$ cat src/rtl/sram_ctrl_pkg.sv
// Shared types and helpers for the SRAM front-end controller.
// Optional write-verify build: define SRAM_CTRL_VERIFY_EN.
package sram_ctrl_pkg;

   localparam int ADDR_W_DEF = 11;
   localparam int DATA_W_DEF = 8;

   typedef enum logic [2:0] {
      IDLE,
      SETUP,
      PULSE,
      HOLD,
      VFY_SETUP,
      VFY_PULSE,
      VFY_HOLD
   } state_t;

   function automatic int timer_w(input int s, input int p, input int h);
      int m;
      m = s;
      if (p > m) m = p;
      if (h > m) m = h;
      return $clog2(m + 1);
   endfunction

endpackage

$ cat src/rtl/sram_pulse_timer.sv
// Loadable down-counter; done is high while the count sits at zero.
// Shared by the setup, pulse and hold phases.
module sram_pulse_timer #(
   parameter int W = 2
) (
   input  logic         clk,
   input  logic         rst_n,
   input  logic         load,
   input  logic [W-1:0] val,
   output logic         done
);

   logic [W-1:0] cnt;

   always_ff @(posedge clk or negedge rst_n) begin
      if (!rst_n)
         cnt <= '0;
      else if (load)
         cnt <= val;
      else if (cnt != '0)
         cnt <= cnt - W'(1);
   end

   assign done = (cnt == '0);

endmodule

$ cat src/rtl/sram_ctrl.sv
// Valid/ready front end producing timed strobes for the 2K x 8 async SRAM.
// Define SRAM_CTRL_VERIFY_EN to add a read-back check after every write.
module sram_ctrl
   import sram_ctrl_pkg::*;
#(
   parameter int ADDR_W    = ADDR_W_DEF,
   parameter int DATA_W    = DATA_W_DEF,
   parameter int SETUP_CYC = 1,
   parameter int PULSE_CYC = 2,
   parameter int HOLD_CYC  = 1
) (
   input  logic              clk,
   input  logic              reset,
   input  logic              reqValid,
   output logic              reqReady,
   input  logic              reqWrite,
   input  logic [ADDR_W-1:0] reqAddr,
   input  logic [DATA_W-1:0] reqWData,
   output logic              rspValid,
   output logic [DATA_W-1:0] rspData,
   output logic              wrDone,
   output logic              verifyErr,
   output logic [ADDR_W-1:0] sramAddr,
   output logic [DATA_W-1:0] sramDataIn,
   input  logic [DATA_W-1:0] sramDataOut,
   output logic              sramChipSelect,
   output logic              sramEnable,
   output logic              sramReadnWrite
);

   localparam int TW = timer_w(SETUP_CYC, PULSE_CYC, HOLD_CYC);

   state_t        state, nxt, after_hold;
   logic          op_wr, rdy, accept;
   logic          tload, tdone;
   logic [TW-1:0] tval;
   logic          cs_d, en_d, rnw_d;
   logic          cap_d, done_d, verr_d;

   assign reqReady = rdy;
   assign accept   = reqValid && rdy;

`ifdef SRAM_CTRL_VERIFY_EN
   assign after_hold = op_wr ? VFY_SETUP : IDLE;
`else
   assign after_hold = IDLE;
`endif

   sram_pulse_timer #(.W(TW)) u_timer (
      .clk  (clk),
      .rst_n(reset),
      .load (tload),
      .val  (tval),
      .done (tdone)
   );

   always_ff @(posedge clk or negedge reset) begin
      if (!reset) begin
         state          <= IDLE;
         rdy            <= 1'b0;
         op_wr          <= 1'b0;
         sramAddr       <= '0;
         sramDataIn     <= '0;
         sramChipSelect <= 1'b1;
         sramEnable     <= 1'b1;
         sramReadnWrite <= 1'b1;
         rspValid       <= 1'b0;
         rspData        <= '0;
         wrDone         <= 1'b0;
         verifyErr      <= 1'b0;
      end else begin
         state          <= nxt;
         rdy            <= (nxt == IDLE);
         sramChipSelect <= cs_d;
         sramEnable     <= en_d;
         sramReadnWrite <= rnw_d;
         rspValid       <= cap_d;
         wrDone         <= done_d;
         verifyErr      <= verr_d;
         if (state == IDLE && accept) begin
            op_wr      <= reqWrite;
            sramAddr   <= reqAddr;
            sramDataIn <= reqWData;
         end
         if (cap_d)
            rspData <= sramDataOut;
      end
   end

   always_comb begin
      nxt = state;
      unique case (state)
         IDLE:      if (accept) nxt = SETUP;
         SETUP:     if (tdone)  nxt = PULSE;
         PULSE:     if (tdone)  nxt = HOLD;
         HOLD:      if (tdone)  nxt = after_hold;
         VFY_SETUP: if (tdone)  nxt = VFY_PULSE;
         VFY_PULSE: if (tdone)  nxt = VFY_HOLD;
         VFY_HOLD:  if (tdone)  nxt = IDLE;
         default:               nxt = IDLE;
      endcase
   end

   // Strobe values are computed for the next state so they leave flops.
   always_comb begin
      tload = (nxt != state);
      case (nxt)
         SETUP, VFY_SETUP: tval = TW'(SETUP_CYC - 1);
         PULSE, VFY_PULSE: tval = TW'(PULSE_CYC - 1);
         HOLD, VFY_HOLD:   tval = TW'(HOLD_CYC - 1);
         default:          tval = '0;
      endcase
      cs_d   = (nxt == IDLE);
      en_d   = !((nxt == PULSE && !op_wr) || nxt == VFY_PULSE);
      rnw_d  = !(nxt == PULSE && op_wr);
      cap_d  = (state == PULSE) && (nxt == HOLD) && !op_wr;
`ifdef SRAM_CTRL_VERIFY_EN
      done_d = (state == VFY_PULSE) && (nxt == VFY_HOLD);
      verr_d = done_d && (sramDataOut != sramDataIn);
`else
      done_d = (state == PULSE) && (nxt == HOLD) && op_wr;
      verr_d = 1'b0;
`endif
   end

endmodule

$ cat config.mk
export PLATFORM = sky130hd
export DESIGN_NAME = sram_ctrl
export DESIGN_NICKNAME = d
export VERILOG_FILES = /design/src/rtl/sram_ctrl_pkg.sv /design/src/rtl/sram_pulse_timer.sv /design/src/rtl/sram_ctrl.sv
export SDC_FILE = /design/constraint.sdc
export NUM_CORES = 1
export LEC_CHECK = 0
export CORE_MARGIN = 2
export CORE_UTILIZATION = 42
export DETAILED_ROUTE_END_ITERATION = 8
export PLACE_DENSITY = 0.78
export SLEW_MARGIN = 20
export SYNTH_ARGS = -nofsm -noshare
export SYNTH_HDL_FRONTEND = slang
export SYNTH_HIERARCHICAL = 1
export SYNTH_SLANG_ARGS = --single-unit
$ cat constraint.sdc
create_clock -name clk -period 2 [get_ports clk]
set_input_delay 0.4 -clock clk [delete_from_list [all_inputs] [get_ports clk]]
set_output_delay 0.4 -clock clk [all_outputs]
set_load 0.01 [all_outputs]
* Word-level counts from Yosys, hierarchy flattened
Cells that the tools add are included.
Storage, ports and cells: register bits after elaboration 39, output and inout port bits 34
Cells by class: $add $sub $neg 1, equal/unequal tests 10, multiplexer cells 10, reductions and logical operators 18
Operator list (count):
- 3-bit 2-to-1 mux | 6
- 3-bit one-hot mux with 6 select lines | 1
- 3-bit by 2-bit equality test with 1-bit output, second input constant | 4
- 3-bit equality test, second input constant | 4
- 1-bit logical AND | 7
- 3-bit logical NOT | 2
- 2-bit 2-to-1 mux | 2
- 2-bit nonzero test | 2
- 2-bit OR reduction | 2
- 3-bit by 1-bit equality test with 1-bit output, second input constant | 1
- 1-bit logical NOT | 3
- 3-bit != test | 1
- 2-bit logical NOT | 1
- 2-bit by 1-bit subtractor with 2-bit output, second input constant | 1
- 1-bit logical OR | 1
- 1-bit 2-to-1 mux | 1

* Logic depth before layout (Yosys ltp)
Gate-level depths: netlist of run 1.
depth in word-level cells 7, depth in mapped cells 8, depth with buffers taken out 7

* Hierarchy
Netlist of run 1, hierarchy kept.
Modules (own cells, without submodules):
- sram_ctrl | times used 1, cells an instance 107, area each 1505.2 µm², sequential area each 929.6 µm²
- sram_pulse_timer | times used 1, cells an instance 12, area each 113.9 µm², sequential area each 50.0 µm²

* Worst setup path before layout of run 1
Ideal clock, no wire load.
path kind register -> register, start point register u_timer.cnt[0], end point register rspData[0], setup time 0.125 ns, arrival time 1.678 ns, required time 1.875 ns, slack 0.197 ns, stages on the path, launching flop included 7, buffers on the path 1, clock period less this slack 1.803 ns, cells stage by stage dfrtp_1 > inv_1 > ha_1 > buf_4 > inv_1 > nor4_4 > mux2_2
On the way: word-level cells in the longest chain between the ends 6, elaborated cells on any way between the ends 10, those cells by class 1 x eq/ne; 6 x mux; 3 x reduce/logical
Ends and longest elaborated chain:
- start: declaration | RTL line sram_pulse_timer.sv:13 | logic [W-1:0] cnt;
- start signal: assignment | RTL line sram_pulse_timer.sv:19 | cnt <= val;
- start signal: assignment | RTL line sram_pulse_timer.sv:21 | cnt <= cnt - W'(1);
- 2-bit logical NOT (*) | RTL line sram_pulse_timer.sv:24 | assign done = (cnt == '0);
- net tdone | RTL line sram_ctrl.sv:35 | logic tload, tdone;
- 3-bit 2-to-1 mux (on tied branches)
- 3-bit one-hot mux with 6 select lines (*) | RTL line sram_ctrl.sv:92 | unique case (state)
- 3-bit by 2-bit equality test with 1-bit output (*) | RTL line sram_ctrl.sv:116 | cap_d = (state == PULSE) && (nxt == HOLD) && !op_wr;
- 1-bit logical AND (*) (2 in series) | RTL line sram_ctrl.sv:116
- net cap_d | RTL line sram_ctrl.sv:38 | logic cap_d, done_d, verr_d;
- end signal: assignment | RTL line sram_ctrl.sv:86 | rspData <= sramDataOut;
- end: declaration | RTL line sram_ctrl.sv:20 | output logic [DATA_W-1:0] rspData,
The timed path passes the listed nets; every way through them passes the cells marked *. A chain may end at the register's enable or synchronous reset.

* Worst setup path in the final report of run 1
start point register u_timer.cnt[0], end point register rspData[2]
The elaborated chain is that of the path after synthesis.

==> results of run 1 <==
metrics by stage:
| stage | hold WS, ns | setup WS (ns) |
|---|---|---|
| 2_1_floorplan | 0.104 | 0.197 |
| 3_3_place_gp | 0.379 | 0.168 |
| 3_5_place_dp | 0.384 | 0.0693 |
| 4_1_cts | 0.0657 | 0.0526 |
| 5_1_grt | 0.0740 | 0.107 |
| 6_report | 0.0635 | 0.202 |
flip-flops by register name (all words and copies together) (netlist names):
| name | flops |
|---|---|
| op_wr | 1 |
| reqReady | 1 |
| rspData | 8 |
| rspValid | 1 |
| sramAddr | 11 |
| sramChipSelect | 1 |
| sramDataIn | 8 |
| sramEnable | 1 |
| sramReadnWrite | 1 |
| state | 3 |
| u_timer/cnt | 2 |
| wrDone | 1 |
timing repair:
| item | CTS | global route |
|---|---|---|
| gates resized for setup | 0 | 1 |
| hold buffers | 0 | 0 |
| endpoints found under the setup margin | 0 | 8 |
kinds of logic (layout without fill, tap and decap cells):
group	Yosys count	count (layout)
XOR/XNOR	1	1
other	1	2
AO/OA/AOI/OAI	14	14
flip-flops	39	39
AND/OR/NAND/NOR	23	23
adder cells (fa/ha/maj)	1	1
multiplexers	29	29
buffers and inverters	11	78
final cells by class:
cell class / count / area share
sequential: 39 / 0.406
timing repair buffer: 66 / 0.279
multi-input combinational: 70 / 0.243
clock buffer: 8 / 0.0415
tap: 48 / 0.0249
inverter: 4 / 0.00622
cells in the final DEF (no fill, tap or decap), types with 2 or more instances in the layout:
master,instances
clkbuf_8,7
o21ai_0,3
clkdlybuf4s50_1,62
o21bai_1,2
nand2_1,5
nand2b_1,2
inv_1,4
dfrtp_1,36
nor3_1,2
buf_12,2
mux2_2,28
conb_1,2
dfstp_2,3
a21oi_1,3
nor2_1,5
or2b_1,2
worst max path at each step:
stage                          startpoint                     end  slack, ns  depth (start not counted)
2_1_floorplan  u_timer/cnt[0]$_DFFE_PN0P_  rspData[0]$_DFFE_PN0P_       0.20                          6
3_3_place_gp   u_timer/cnt[0]$_DFFE_PN0P_  rspData[1]$_DFFE_PN0P_       0.17                          6
3_5_place_dp   u_timer/cnt[0]$_DFFE_PN0P_  rspData[7]$_DFFE_PN0P_       0.07                          6
4_1_cts        u_timer/cnt[0]$_DFFE_PN0P_  rspData[2]$_DFFE_PN0P_       0.05                          6
5_1_grt        u_timer/cnt[0]$_DFFE_PN0P_  rspData[1]$_DFFE_PN0P_       0.11                          6
6_report       u_timer/cnt[0]$_DFFE_PN0P_  rspData[2]$_DFFE_PN0P_       0.20                          6
report_power, final:
part           switching [mW]  total, mW  internal [mW]
Sequential              0.236       1.41           1.17
Combinational           0.655       1.66           1.01
Clock                   0.257      0.572          0.315
worst max-delay path, stage by stage (launching register included):
cell     delay, ns
dfrtp_1       0.39
inv_1         0.07
ha_2          0.29
inv_1         0.12
nor4_4        0.26
buf_4         0.21
mux2_2        0.35
layer usage:
metal | vias to the layer above | share of wire | GRT usage
li1 | 543 | - | -
met1 | 586 | 0.39 | 0.186
met2 | 39 | 0.55 | 0.301
met3 | 6 | 0.044 | 0.0375
met4 | 0 | 0.017 | 0.0918
met5 | - | 0 | 0
==> results.ini, run 1 <==
[synthesis]
ys_ff_latch=39
synth_most_common_cell=dfrtp_1
yosysTopAreaCellShare=0.556
ys_seq_area_frac=0.605
synth_common_cells=dfrtp_1 (36), mux2_2 (28), nand2_1 (5), nor2_1 (5)
synth_edf_count=0
syn_inst=119
synth_compound_area_frac=0.0580
muxShareOfSynthArea=0.202
yosysTopAreaCell=dfrtp_1
synth_top_flop_cell=dfrtp_1
synth_warnings=6
synthesis.area_um2=1620
synth_top_family_by_area=multiplexers
synth_fa_ha_area_frac=0.00773
synthSimpleGateAreaFrac=0.0827
synthXorXnorAreaFrac=0.00541
syn_avg_cell_area_um2=13.6
synth_top_cells_by_area=dfrtp_1 (56%), mux2_2 (19%), dfstp_2 (4.9%)
postSynth.asyncResetShare=1.00
yosysUniqueCellTypes=31

[drt]
wl_um=3420
first_pass_iters=4
drcViolationCount=0
ant_nets=0
post_drt_wl_per_cell_um=14.5
vias=1174
dr.first_iter.drc_count=48
vias_per_cell=5.00

[setup_path]
worst_r2r_path_depth=6
start_kind=register
worstReg2RegStart=u_timer/cnt[0]$_DFFE_PN0P_
cp.required_ns=2.17
worst-endpoint-arrival_ns=1.97
reg2reg_slack_ns=0.20
crit_type=reg -> reg
r2r-end=rspData[2]$_DFFE_PN0P_
crit_path_end_kind=register
cp_max_fo=12

[clock_tree]
cts_sinks=39
cts_tree=done
insertion_delay_ns=0.29
cts_buffers=5
cts_root_buf=clkbuf_8
postCtsSetupRepairBufs=0
path_clk_slew_ns=0.07
clockBufferDepth=2
htree_levels=2

[die]
dieWidth_um=66.1
initial_core_util=0.439
ios=65
fp.dieH_um=66.1
placeableCoreArea_um2=3690
die_area_um2=4370
rows=22

[placement]
place_hpwl_um=2480
numPortBuffers=63
placed_area_um2=2310
placed_cells=227
gp_congestion=0.783

[pwr]
leakage_nw=1.01
finalPower_mw=3.64
peakVddDrop_mv=0.771
p_per_area_nw_per_um2=1510

[cells_and_area]
multi_input_area_um2=586
nNetsFinal=218
final_area_um2=2410
drive_gt1_frac=0.241
n_antenna_cell=0
area_delta_synth_final_pct=49.1
seq_area_um2=980
fillerInstances=300
final_core_util=0.654
layoutNonFillerInstCount=235

[timing]
fin_crit_sh=0.899
period_needed_ns=1.80
fin_skew_ns=0.00438
rsz0062_at_grt=false
hold_violations=0
max_freq_mhz=556
slew_violations=0
finalSetupTns_ns=0
finalSetupViolCount=0

[run]
drv_cap=0

[global_route]
grt_pass1_vias=1238
grt.total_usage=0.170
grt_max_degree=40
grt.overflow.total=0
antenna_found_initial=0
grt_pass1_wl_um=5460

[status]
status=finished, final reports clean

[hold_path]
hp-class=in -> async

Note: power is estimated with default switching activity, not from simulation.
==> run 2, diff against run 1 <==
==> constraint.sdc (replaced) <==
create_clock -name clk -period 2 [get_ports clk]
set_input_delay 0.4 -clock clk [delete_from_list [all_inputs] [get_ports clk]]
set_output_delay 0.4 -clock clk [all_outputs]
set_load 0.05 [all_outputs]
==> run 2 against run 1 <==
Net effect: highest routed layer unchanged; sequential power barely moved; critical path depth fell by 5; worst setup slack got worse by 0.060 ns.
==> results.ini, run 2 (synthesized netlist as in run 1, its figures left out) <==
[pwr]
p_per_area_nw_per_um2=1960
p_int_mw=2.67
combPwrFrac=0.545
power_frac_clock=0.159
power_frac_seq=0.296
peakVddDrop_mv=1.06
p_sw_frac=0.441
leakage_nw=1.03
p_sw_mw=2.11
finalPower_mw=4.77

[clock_tree]
cts_sinks=39
cts_tree=done
cts_resized=0
cts_root_buf=clkbuf_8
cts_hold_buffers=0
postCtsSetupRepairBufs=0
insertion_delay_ns=0.28
path_clk_slew_ns=0.08
cts_buffers=5
clockBufferDepth=2
htree_levels=2

[cells_and_area]
drive_gt1_frac=0.257
n_antenna_cell=0
layoutNonFillerInstCount=235
nNetsFinal=218
final_cell_mix=clkdlybuf4s50_1 (59), dfrtp_1 (36), mux2_2 (28)
largest_register_ffs=11
final_common_cell=clkdlybuf4s50_1
final_core_util=0.661
top_regs=sramAddr: 11 flops, rspData: 8 flops, sramDataIn: 8 flops
area_delta_synth_final_pct=50.6
largest_register=sramAddr

[timing]
finalSetupTns_ns=0
finalSetupViolCount=0
fin_crit_sh=0.929
worst_pin_slew_ns=0.515
max_freq_mhz=538
slew_violations=0
hold_violations=0
period_needed_ns=1.86
rsz0062_at_grt=false
slew_headroom=0.655
fin_skew_ns=0.00715
fin_ws_ns=0.142

[setup_path]
reg2reg_slack_ns=0.18
worst-endpoint-arrival_ns=1.46
start_kind=register
r2r-end=rspData[7]$_DFFE_PN0P_
crit_chain=clkdlybuf4s50_1
crit_type=reg -> out
cp_max_fo=2
crit_buf_inv=1
worst_r2r_path_depth=6
crit_family=buffers and inverters
worstReg2RegStart=u_timer/cnt[0]$_DFFE_PN0P_
critical_path.max_stage_delay_ns=0.81
crit_path_end_kind=output pin
cp.required_ns=1.60
cp_slowest_cell=clkdlybuf4s50_1

[drt]
post_drt_wl_per_cell_um=14.2
wl_um=3330
vias_per_cell=4.92
drcViolationCount=0
vias=1157
ant_nets=0
dr.first_iter.drc_count=61
first_pass_iters=5

[global_route]
grt_pass1_wl_um=5380
antenna_found_initial=0
grt_max_degree=40
grt.total_usage=0.168
grt.overflow.total=0
grt_pass1_vias=1172

[placement]
numPortBuffers=63
place_hpwl_um=2490
place_ws_ns=0.0592
placed_cells=227
gp_congestion=0.784

[die]
dieWidth_um=66.1
rows=22
die_area_um2=4370
placeableCoreArea_um2=3690
initial_core_util=0.439
fp.dieH_um=66.1
ios=65

[status]
status=finished, final reports clean

[run]
drv_cap=0

[hold_path]
hp-class=in -> async

run 2: cell types whose count changed in the layout (fill, tap and decap cells not counted), sizes merged:
cell / previous run / this run
buf: 4 / 7
clkdlybuf4s50: 62 / 59
bufinv: 0 / 2
clkbuf: 8 / 6
run 2: worst max path at each step:
stage,startpoint,slack [ns],end,cells past startpoint
floorplan,u_timer/cnt[0]$_DFFE_PN0P_,0.20,rspData[0]$_DFFE_PN0P_,6
global placement,u_timer/cnt[0]$_DFFE_PN0P_,0.17,rspData[1]$_DFFE_PN0P_,6
detailed placement,u_timer/cnt[0]$_DFFE_PN0P_,0.06,rspData[7]$_DFFE_PN0P_,6
CTS,u_timer/cnt[0]$_DFFE_PN0P_,0.05,rspData[7]$_DFFE_PN0P_,6
global route,sramAddr[10]$_DFFE_PN0P_,0.07,sramAddr[10],1
finish,sramDataIn[5]$_DFFE_PN0P_,0.14,sramDataIn[5],1
run 2: layout make-up:
| type | count | area [um2] |
|---|---|---|
| flip-flops and latches | 39 | 980 |
| inverters | 4 | 15.0 |
| fillers | 294 | 1250 |
| clock inverters | 2 | 60.1 |
| clock buffers | 6 | 72.6 |
| multi-input cells | 70 | 586 |
| repair buffers | 66 | 666 |
| well taps | 48 | 60.1 |
run 2: power by group through the flow:
stage | logic [mW] | clock network [mW] | registers [mW]
final | 2.60 | 0.758 | 1.41
after global routing | 2.72 | 0.818 | 1.46
after CTS | 2.62 | 0.782 | 1.42
after detailed placement | 2.61 | 0 | 1.43
after global placement | 2.56 | 0 | 1.39
after floorplan | 0.740 | 0 | 2.45
run 2: through the flow:
stage | instance area (um2) | hold slack, ns
after floorplan | 1620 | 0.104
final | 2440 | 0.0647
after global routing | 2440 | 0.0758
after global placement | 2300 | 0.379
after CTS | 2440 | 0.0630
after detailed placement | 2300 | 0.381
run 2: layer usage:
layer / track usage / part of all wire / routed length (um)
met1: 0.186 / 0.38 / 1260
met2: 0.285 / 0.55 / 1820
met3: 0.0613 / 0.059 / 195
met4: 0.0765 / 0.017 / 56
met5: 0 / 0 / 0
run 2: worst register-to-register path, cell delays in order (launching register included):
cell,delay (ns)
dfrtp_1,0.40
inv_1,0.07
ha_2,0.30
inv_1,0.13
nor4_4,0.25
buf_4,0.21
mux2_2,0.35
